[src/rtl/rr_arbiter_nbit.sv]
// Round-robin arbiter for 2**N requesters with registered, held grants.
// Define ARB_TIMEOUT_EN to bound grants to HOLD_LIMIT cycles and block the revoked owner.
module rr_arbiter_nbit #(
    parameter int unsigned N          = 3,
    parameter int unsigned HOLD_LIMIT = 16
) (
    input  logic                      clk,
    input  logic                      rst,
    input  logic [2**N-1:0]           req,
    output logic [2**N-1:0]           grant,
    output logic [(N > 0 ? N : 1)-1:0] grant_idx,
    output logic                      grant_valid,
    output logic                      timeout
);
    localparam int unsigned W  = 2 ** N;
    localparam int unsigned IW = (N > 0) ? N : 1;

    if (HOLD_LIMIT < 1 || HOLD_LIMIT > 65535) begin : g_bad_hold_limit
        $error("HOLD_LIMIT must be in 1..65535");
    end

    typedef enum logic {StIdle, StBusy} state_e;

    state_e          state_q, state_d;
    logic [W-1:0]    grant_q, grant_d;
    logic [IW-1:0]   idx_q, idx_d;
    logic [IW-1:0]   ptr_q, ptr_d;
    logic [W-1:0]    block_mask;
    logic [W-1:0]    eligible;
    logic            found;
    logic [IW-1:0]   pick;
    logic [IW-1:0]   cand;

`ifdef ARB_TIMEOUT_EN
    logic [15:0]     cnt_q, cnt_d;
    logic [W-1:0]    mask_q, mask_d;
    logic            to_q, to_d;

    assign block_mask = mask_q;
    assign timeout    = to_q;
`else
    assign block_mask = '0;
    assign timeout    = 1'b0;
`endif

    assign eligible = req & ~block_mask;

    // Rotating-priority search: first eligible bit at or after ptr, wrapping.
    always_comb begin
        found = 1'b0;
        pick  = '0;
        cand  = '0;
        for (int i = 0; i < W; i++) begin
            cand = IW'((int'(ptr_q) + i) % W);
            if (!found && eligible[cand]) begin
                found = 1'b1;
                pick  = cand;
            end
        end
    end

    always_comb begin
        state_d = state_q;
        grant_d = grant_q;
        idx_d   = idx_q;
        ptr_d   = ptr_q;
`ifdef ARB_TIMEOUT_EN
        cnt_d   = cnt_q;
        mask_d  = mask_q & req;
        to_d    = 1'b0;
`endif
        unique case (state_q)
            StIdle: begin
                if (found) begin
                    grant_d = W'(1) << pick;
                    idx_d   = pick;
                    state_d = StBusy;
`ifdef ARB_TIMEOUT_EN
                    cnt_d   = '0;
`endif
                end
            end
            StBusy: begin
                if (!req[idx_q]) begin
                    grant_d = '0;
                    idx_d   = '0;
                    ptr_d   = IW'((int'(idx_q) + 1) % W);
                    state_d = StIdle;
`ifdef ARB_TIMEOUT_EN
                end else if (cnt_q == 16'(HOLD_LIMIT - 1)) begin
                    // Owner still requesting after HOLD_LIMIT cycles: force it off.
                    grant_d        = '0;
                    idx_d          = '0;
                    ptr_d          = IW'((int'(idx_q) + 1) % W);
                    state_d        = StIdle;
                    mask_d[idx_q]  = 1'b1;
                    to_d           = 1'b1;
                end else begin
                    cnt_d = cnt_q + 16'd1;
`endif
                end
            end
            default: state_d = StIdle;
        endcase
    end

    always_ff @(posedge clk) begin
        if (rst) begin
            state_q <= StIdle;
            grant_q <= '0;
            idx_q   <= '0;
            ptr_q   <= '0;
`ifdef ARB_TIMEOUT_EN
            cnt_q   <= '0;
            mask_q  <= '0;
            to_q    <= 1'b0;
`endif
        end else begin
            state_q <= state_d;
            grant_q <= grant_d;
            idx_q   <= idx_d;
            ptr_q   <= ptr_d;
`ifdef ARB_TIMEOUT_EN
            cnt_q   <= cnt_d;
            mask_q  <= mask_d;
            to_q    <= to_d;
`endif
        end
    end

    assign grant       = grant_q;
    assign grant_idx   = idx_q;
    assign grant_valid = (state_q == StBusy);

endmodule

[config.mk]
export PLATFORM = sky130hd
export DESIGN_NAME = rr_arbiter_nbit
export DESIGN_NICKNAME = d
export VERILOG_FILES = /design/src/rtl/rr_arbiter_nbit.sv
export SDC_FILE = /design/constraint.sdc
export NUM_CORES = 1
export LEC_CHECK = 0
export ABC_AREA = 1
export BUFFER_PORTS_ARGS = -buffer_cell sky130_fd_sc_hd__clkbuf_2
export CORE_MARGIN = 5
export CORE_UTILIZATION = 52
export DETAILED_ROUTE_END_ITERATION = 12
export MAX_ROUTING_LAYER = met4
export PLACE_DENSITY = 0.84
export SKIP_CTS_REPAIR_TIMING = 1
export SLEW_MARGIN = 5
export SYNTH_ARGS = -nofsm -noshare
export SYNTH_HDL_FRONTEND = slang
export SYNTH_SLANG_ARGS = --single-unit
[constraint.sdc]
create_clock -name clk -period 2.5 [get_ports clk]
set_clock_uncertainty 0.15 [all_clocks]
set_input_delay 0.5 -clock clk [delete_from_list [all_inputs] [get_ports clk]]
set_output_delay 0.5 -clock clk [all_outputs]
set_load 0.05 [all_outputs]
== Word level (Yosys, flattened, before mapping) ==
Index checks and enable logic that the tools add are counted.
Word-level totals
  logic and storage cells: 85
  flip-flop bits (word level): 15
Cells by class
  equal/unequal tests: 2
  muxes and demuxes: 43
  reductions and logical operators: 16
  $add $sub $neg: 8
  shift operators: 1
  order comparisons: 9
  bitwise gates (word level): 2
Operators by type and width (number)
  $lt 3x4->1 const B: 9
  $mux 3: 10
  $bmux 1 s3: 9
  $mux 1: 19
  $mux 8: 2
  $pmux 8 s2: 1
  $add 3x3->3 const B: 4
  $shl 1x3->8 const A: 1
  $logic_and 1x1->1: 7
  $logic_not 1->1: 7
  $add 3x1->3 const B: 2
  $add 3x2->3 const B: 2
  $pmux 3 s2: 1
  $ne 2x2->1 const B: 2
  $reduce_and 2->1: 2
  $not 1->1: 2
  $pmux 1 s2: 1

== Longest topological paths before layout ==
  depth after elaboration: 27
  gate-level depth with buffers: 20

== Least setup slack after synthesis ==
No wires, ideal clock.
  path kind: flip-flop to flip-flop
  start: register ptr_q[0]
  end: register grant_q[6] (netlist: grant[6])
  library setup time: 0.130 ns
  required time: 2.220 ns
  path buffers: 2
  stages on the path, launching flop included: 19
  setup slack: -0.052 ns
  arrival time: 2.272 ns
  cells stage by stage: dfxtp_1 -> buf_6 -> inv_4 -> buf_12 -> ha_1 -> inv_2 -> nand3_2 -> nand3_2 -> nand2_4 -> nor2_8 -> nand4_4 -> nor2_8 -> nand4_1 -> nand2_2 -> inv_2 -> nand2_1 -> nor2_1 -> nor2_1 -> nor2_1
On the way
  word-level cells in the longest chain between the ends: 27
Ends and longest elaborated chain
  start: declaration: line 27  | logic [IW-1:0] ptr_q, ptr_d;
  start signal: assignment: line 122  | ptr_q <= ptr_d;
  branches (longest 27 deep; another with $add 3x1->3)
  end signal: assignment: line 120  | grant_q <= grant_d;
  end: declaration: line 25  | logic [W-1:0] grant_q, grant_d;
Parallel ways; which one is timed is not known. The select of a mux whose other input is x is not followed.
A chain may end at the register's enable or synchronous reset.

== Final worst setup path ==
  start: register ptr_q[0]
  end: register grant_q[1] (netlist: grant[1])
The elaborated chain is that of the path after synthesis.

==> flow_summary_export.csv <==
group,metric,value,unit
outcome,status,"finished, final reports clean",
die,floorplan.initialDensity,53.2,%
placement,routabilityCongestion,0.904,
die,floorplan.io_pins,23,
worst_setup_path,crit_path_max_incr_delay,0.36,ns
yosys,proportion_of_synthesized_area_in_mux_cells,0,%
yosys,yosysSeqAreaShare,19.0,%
placement,placement.io_buffers,21,
global_routing,overall_routing_resource_usage,18.0,%
worst_setup_path,endpoint_kind,"flip-flop",
yosys,synth_top_flop_cell,"sky130_fd_sc_hd__dfxtp_1",
yosys,synthArstFlopShare,0,%
worst_setup_path,worst_path_fanout_max,6,
worst_setup_path,worst_ep_arrival_time,2.45,ns
drt,drt.antenna.violating_nets,0,
global_routing,use_met3,2.05,%
yosys,synthSimpleGateAreaFrac,53.2,%
die,die-width,65.2,microns
worst_setup_path,regToRegStartpoint,"ptr_q[0]",
worst_setup_path,critical_path.startpoint,"ptr_q[0]",
global_routing,grt_antenna_before_repair,0,
global_routing,grt_max_degree,13,
yosys,synth-compound-area-share,11.0,%
yosys,syn-num-nets,242,
cells_and_area,final_core_util,61.8,%
clock_network,clkLatencyLatePin,0.28,ns
min_path,hold_path.class,"reg -> reg",
die,dieArea,4250,sq um
yosys,synth_top_family_by_area,"simple AND/OR/NAND/NOR gates",
yosys,syn_area_per_cell,6.91,sq um
placement,hpwlAfterDp,2990,microns
drt,post-route-drc-count,0,
timing,final-hold-violation-count,0,
yosys,synthCells,229,
timing,setup-violations-final,0,
cells_and_area,final_layout_size_suffix_gt1_share,38.4,%
drt,routedWlPerCell,13.5,microns
worst_setup_path,crit_slowest_cell,"sky130_fd_sc_hd__dfxtp_4",
timing,post-route-period-util,94.8,%
yosys,synth_edf_count,0,
worst_setup_path,critPathRequiredTime,2.58,ns
flow_run,max_cap_violations,0,
clock_network,cts.htree.levels,1,
clock_network,cts_tree,"yes",
clock_network,cts_buffers,3,
clock_network,clock_path_buffers,2,
global_routing,global_route.overflow_total,0,
global_routing,grtUsageMet2,30.8,%
global_routing,grt_busiest_layer,"met2",
timing,timing.fmax,422,MHz
global_routing,gr-usage-met1,21.7,%
cells_and_area,area_delta_synth_final,16.3,%
cells_and_area,antenna_cells_inserted,0,
drt,count_of_routing_violations_after_the_opening_detailed_route_iteration,108,
placement,worst_setup_slack_post_dpl,0.0550,ns
yosys,postSynthRegisterBits,15,
cells_and_area,multi_input_gate_area,1180,sq um
drt,wirelength,3940,microns
global_routing,first_global_vias,1435,
worst_setup_path,r2r_end,"grant[1]",
drt,vias,1596,
timing,drv_slew,0,
yosys,yosys.area_share.xor_xnor,4.19,%
clock_network,cts.root.buffer_cell,"sky130_fd_sc_hd__clkbuf_4",
worst_setup_path,cp-start-kind,"flip-flop",
cells_and_area,layout.area.seq,305,sq um
cells_and_area,n_fill_cell,264,
worst_setup_path,crit_path_cell_trace,"ha_2, xor2_2, buf_4, buf_4, a31oi_2, inv_2, nor2_8, nand4_1, nand2_2, inv_2, nor2_2, nand2_1, a21oi_2",
worst_setup_path,crit_type,"reg -> reg",
clock_network,clock-sinks,15,
timing,fin_tns_setup,0,ns
drt,drt-pass1-iter-count,4,
die,row_count,20,
worst_setup_path,worst_setup_path_endpoint,"grant[1]",
yosys,synth_fa_ha_area_share,2.37,%
die,core,2980,sq um
timing,finalCriticalPeriod,2.37,ns
drt,vias_per_cell,5.48,
clock_network,clkSlewWorstSetupHoldPaths,0.09,ns
yosys,yosys_warnings,0,
worst_setup_path,ff2ff_path_depth,13,
timing,setup_repair_after_global_routing_missed_its_margin,"true",
yosys,post_synth_instance_area,1580,sq um
yosys,yosys.cell_types.count,38,
timing,layout_setup_ws,0.130,ns
die,die_height,65.2,microns
worst_setup_path,r2r_setup_slack,0.13,ns
cells_and_area,finalNetCount,272,
global_routing,grt_first_pass_wirelength,6040,microns
[worst max-delay path: cells and delay by family (launching register included)]
family                     cells  cell delay, ns
adders and majority gates      1            0.22
DFF                            1            0.36
and+or+nand+nor                5            0.66
buffers and inverters          4            0.46
AOI/OAI and AO/OA              2            0.29
xor gates and xnor gates       1            0.19
[cells by family after synthesis]
logic type	Yosys count
simple gates	144
xor+xnor	5
other cells	1
compound gates	29
fa+ha+maj	3
buf+inv	32
flops	15
[registers in the layout (all words and copies together) (netlist names)]
register / cells
ptr_q: 3
grant_idx: 3
grant: 8
grant_valid: 1
[cells in the mapped netlist, types with 2 or more instances]
| library cell | count | area, sq um |
|---|---|---|
| sky130_fd_sc_hd__nand2_1 | 51 | 191 |
| sky130_fd_sc_hd__nor2_1 | 26 | 97.6 |
| sky130_fd_sc_hd__nand3_1 | 25 | 125 |
| sky130_fd_sc_hd__dfxtp_1 | 15 | 300 |
| sky130_fd_sc_hd__inv_1 | 14 | 52.6 |
| sky130_fd_sc_hd__nand3_2 | 14 | 140 |
| sky130_fd_sc_hd__a21oi_1 | 12 | 60.1 |
| sky130_fd_sc_hd__inv_2 | 10 | 37.5 |
| sky130_fd_sc_hd__nand2_4 | 9 | 101 |
| sky130_fd_sc_hd__o21ai_0 | 8 | 40.0 |
| sky130_fd_sc_hd__nand2_2 | 6 | 37.5 |
| sky130_fd_sc_hd__nand4_1 | 5 | 31.3 |
| sky130_fd_sc_hd__buf_4 | 3 | 22.5 |
| sky130_fd_sc_hd__ha_1 | 3 | 37.5 |
| sky130_fd_sc_hd__a21oi_2 | 2 | 17.5 |
| sky130_fd_sc_hd__nor2_2 | 2 | 12.5 |
| sky130_fd_sc_hd__nor2_8 | 2 | 40.0 |
| sky130_fd_sc_hd__xor2_2 | 2 | 32.5 |
[metal layers]
metal / share of wire, % / up-vias
met5: 0 / -
met4: 2.5 / 0
met3: 3.5 / 17
met2: 50 / 46
met1: 44 / 724
li1: - / 809
[worst min path at each step]
stage | from | to | depth (start not counted)
5_1_grt | grant[4] | grant[4] | 2
2_1_floorplan | rst | grant_idx[1] | 1
3_5_place_dp | grant[4] | grant[4] | 2
3_3_place_gp | grant[4] | grant[4] | 2
4_1_cts | grant[4] | grant[4] | 2
6_report | grant[4] | grant[4] | 2
[stage by stage]
step	hold WS, ns	instance area [sq um]	instances
after global routing	0.340	1840	291
after detailed placement	0.309	1720	283
after global placement	0.303	1720	283
after floorplan	0.419	1590	229
final	0.328	1840	291
after CTS	0.322	1750	287
[cells in the final DEF (no fill, tap or decap), types with 2 or more instances in the layout]
master                     Yosys  layout
sky130_fd_sc_hd__a21oi_1      12      12
sky130_fd_sc_hd__a21oi_2       2       2
sky130_fd_sc_hd__buf_4         3       9
sky130_fd_sc_hd__clkbuf_2      0      21
sky130_fd_sc_hd__clkbuf_4      0       3
sky130_fd_sc_hd__dfxtp_1      15      13
sky130_fd_sc_hd__inv_1        14      14
sky130_fd_sc_hd__inv_2        10       9
sky130_fd_sc_hd__inv_4         1       2
sky130_fd_sc_hd__nand2_1      51      48
sky130_fd_sc_hd__nand2_2       6       9
sky130_fd_sc_hd__nand2_4       9       9
sky130_fd_sc_hd__nand3_1      25      24
sky130_fd_sc_hd__nand3_2      14      13
sky130_fd_sc_hd__nand3_4       0       2
sky130_fd_sc_hd__nand4_1       5       5
sky130_fd_sc_hd__nor2_1       26      25
sky130_fd_sc_hd__nor2_2        2       3
sky130_fd_sc_hd__nor2_8        2       2
sky130_fd_sc_hd__o21ai_0       8       7
sky130_fd_sc_hd__o21ai_1       1       2
sky130_fd_sc_hd__xnor2_2       1       2
sky130_fd_sc_hd__xor2_2        2       2
[area by class of cell]
cell class              count  area share [%]
clock buffers               4            1.43
flip-flops and latches     15            16.6
well taps                  33            2.24
repair buffers             31            10.2
inverters                  26            5.64
multi-input cells         182            63.9
Power is not shown: default switching activity piles up to over one toggle a cycle in this logic, so the estimate is an artifact.
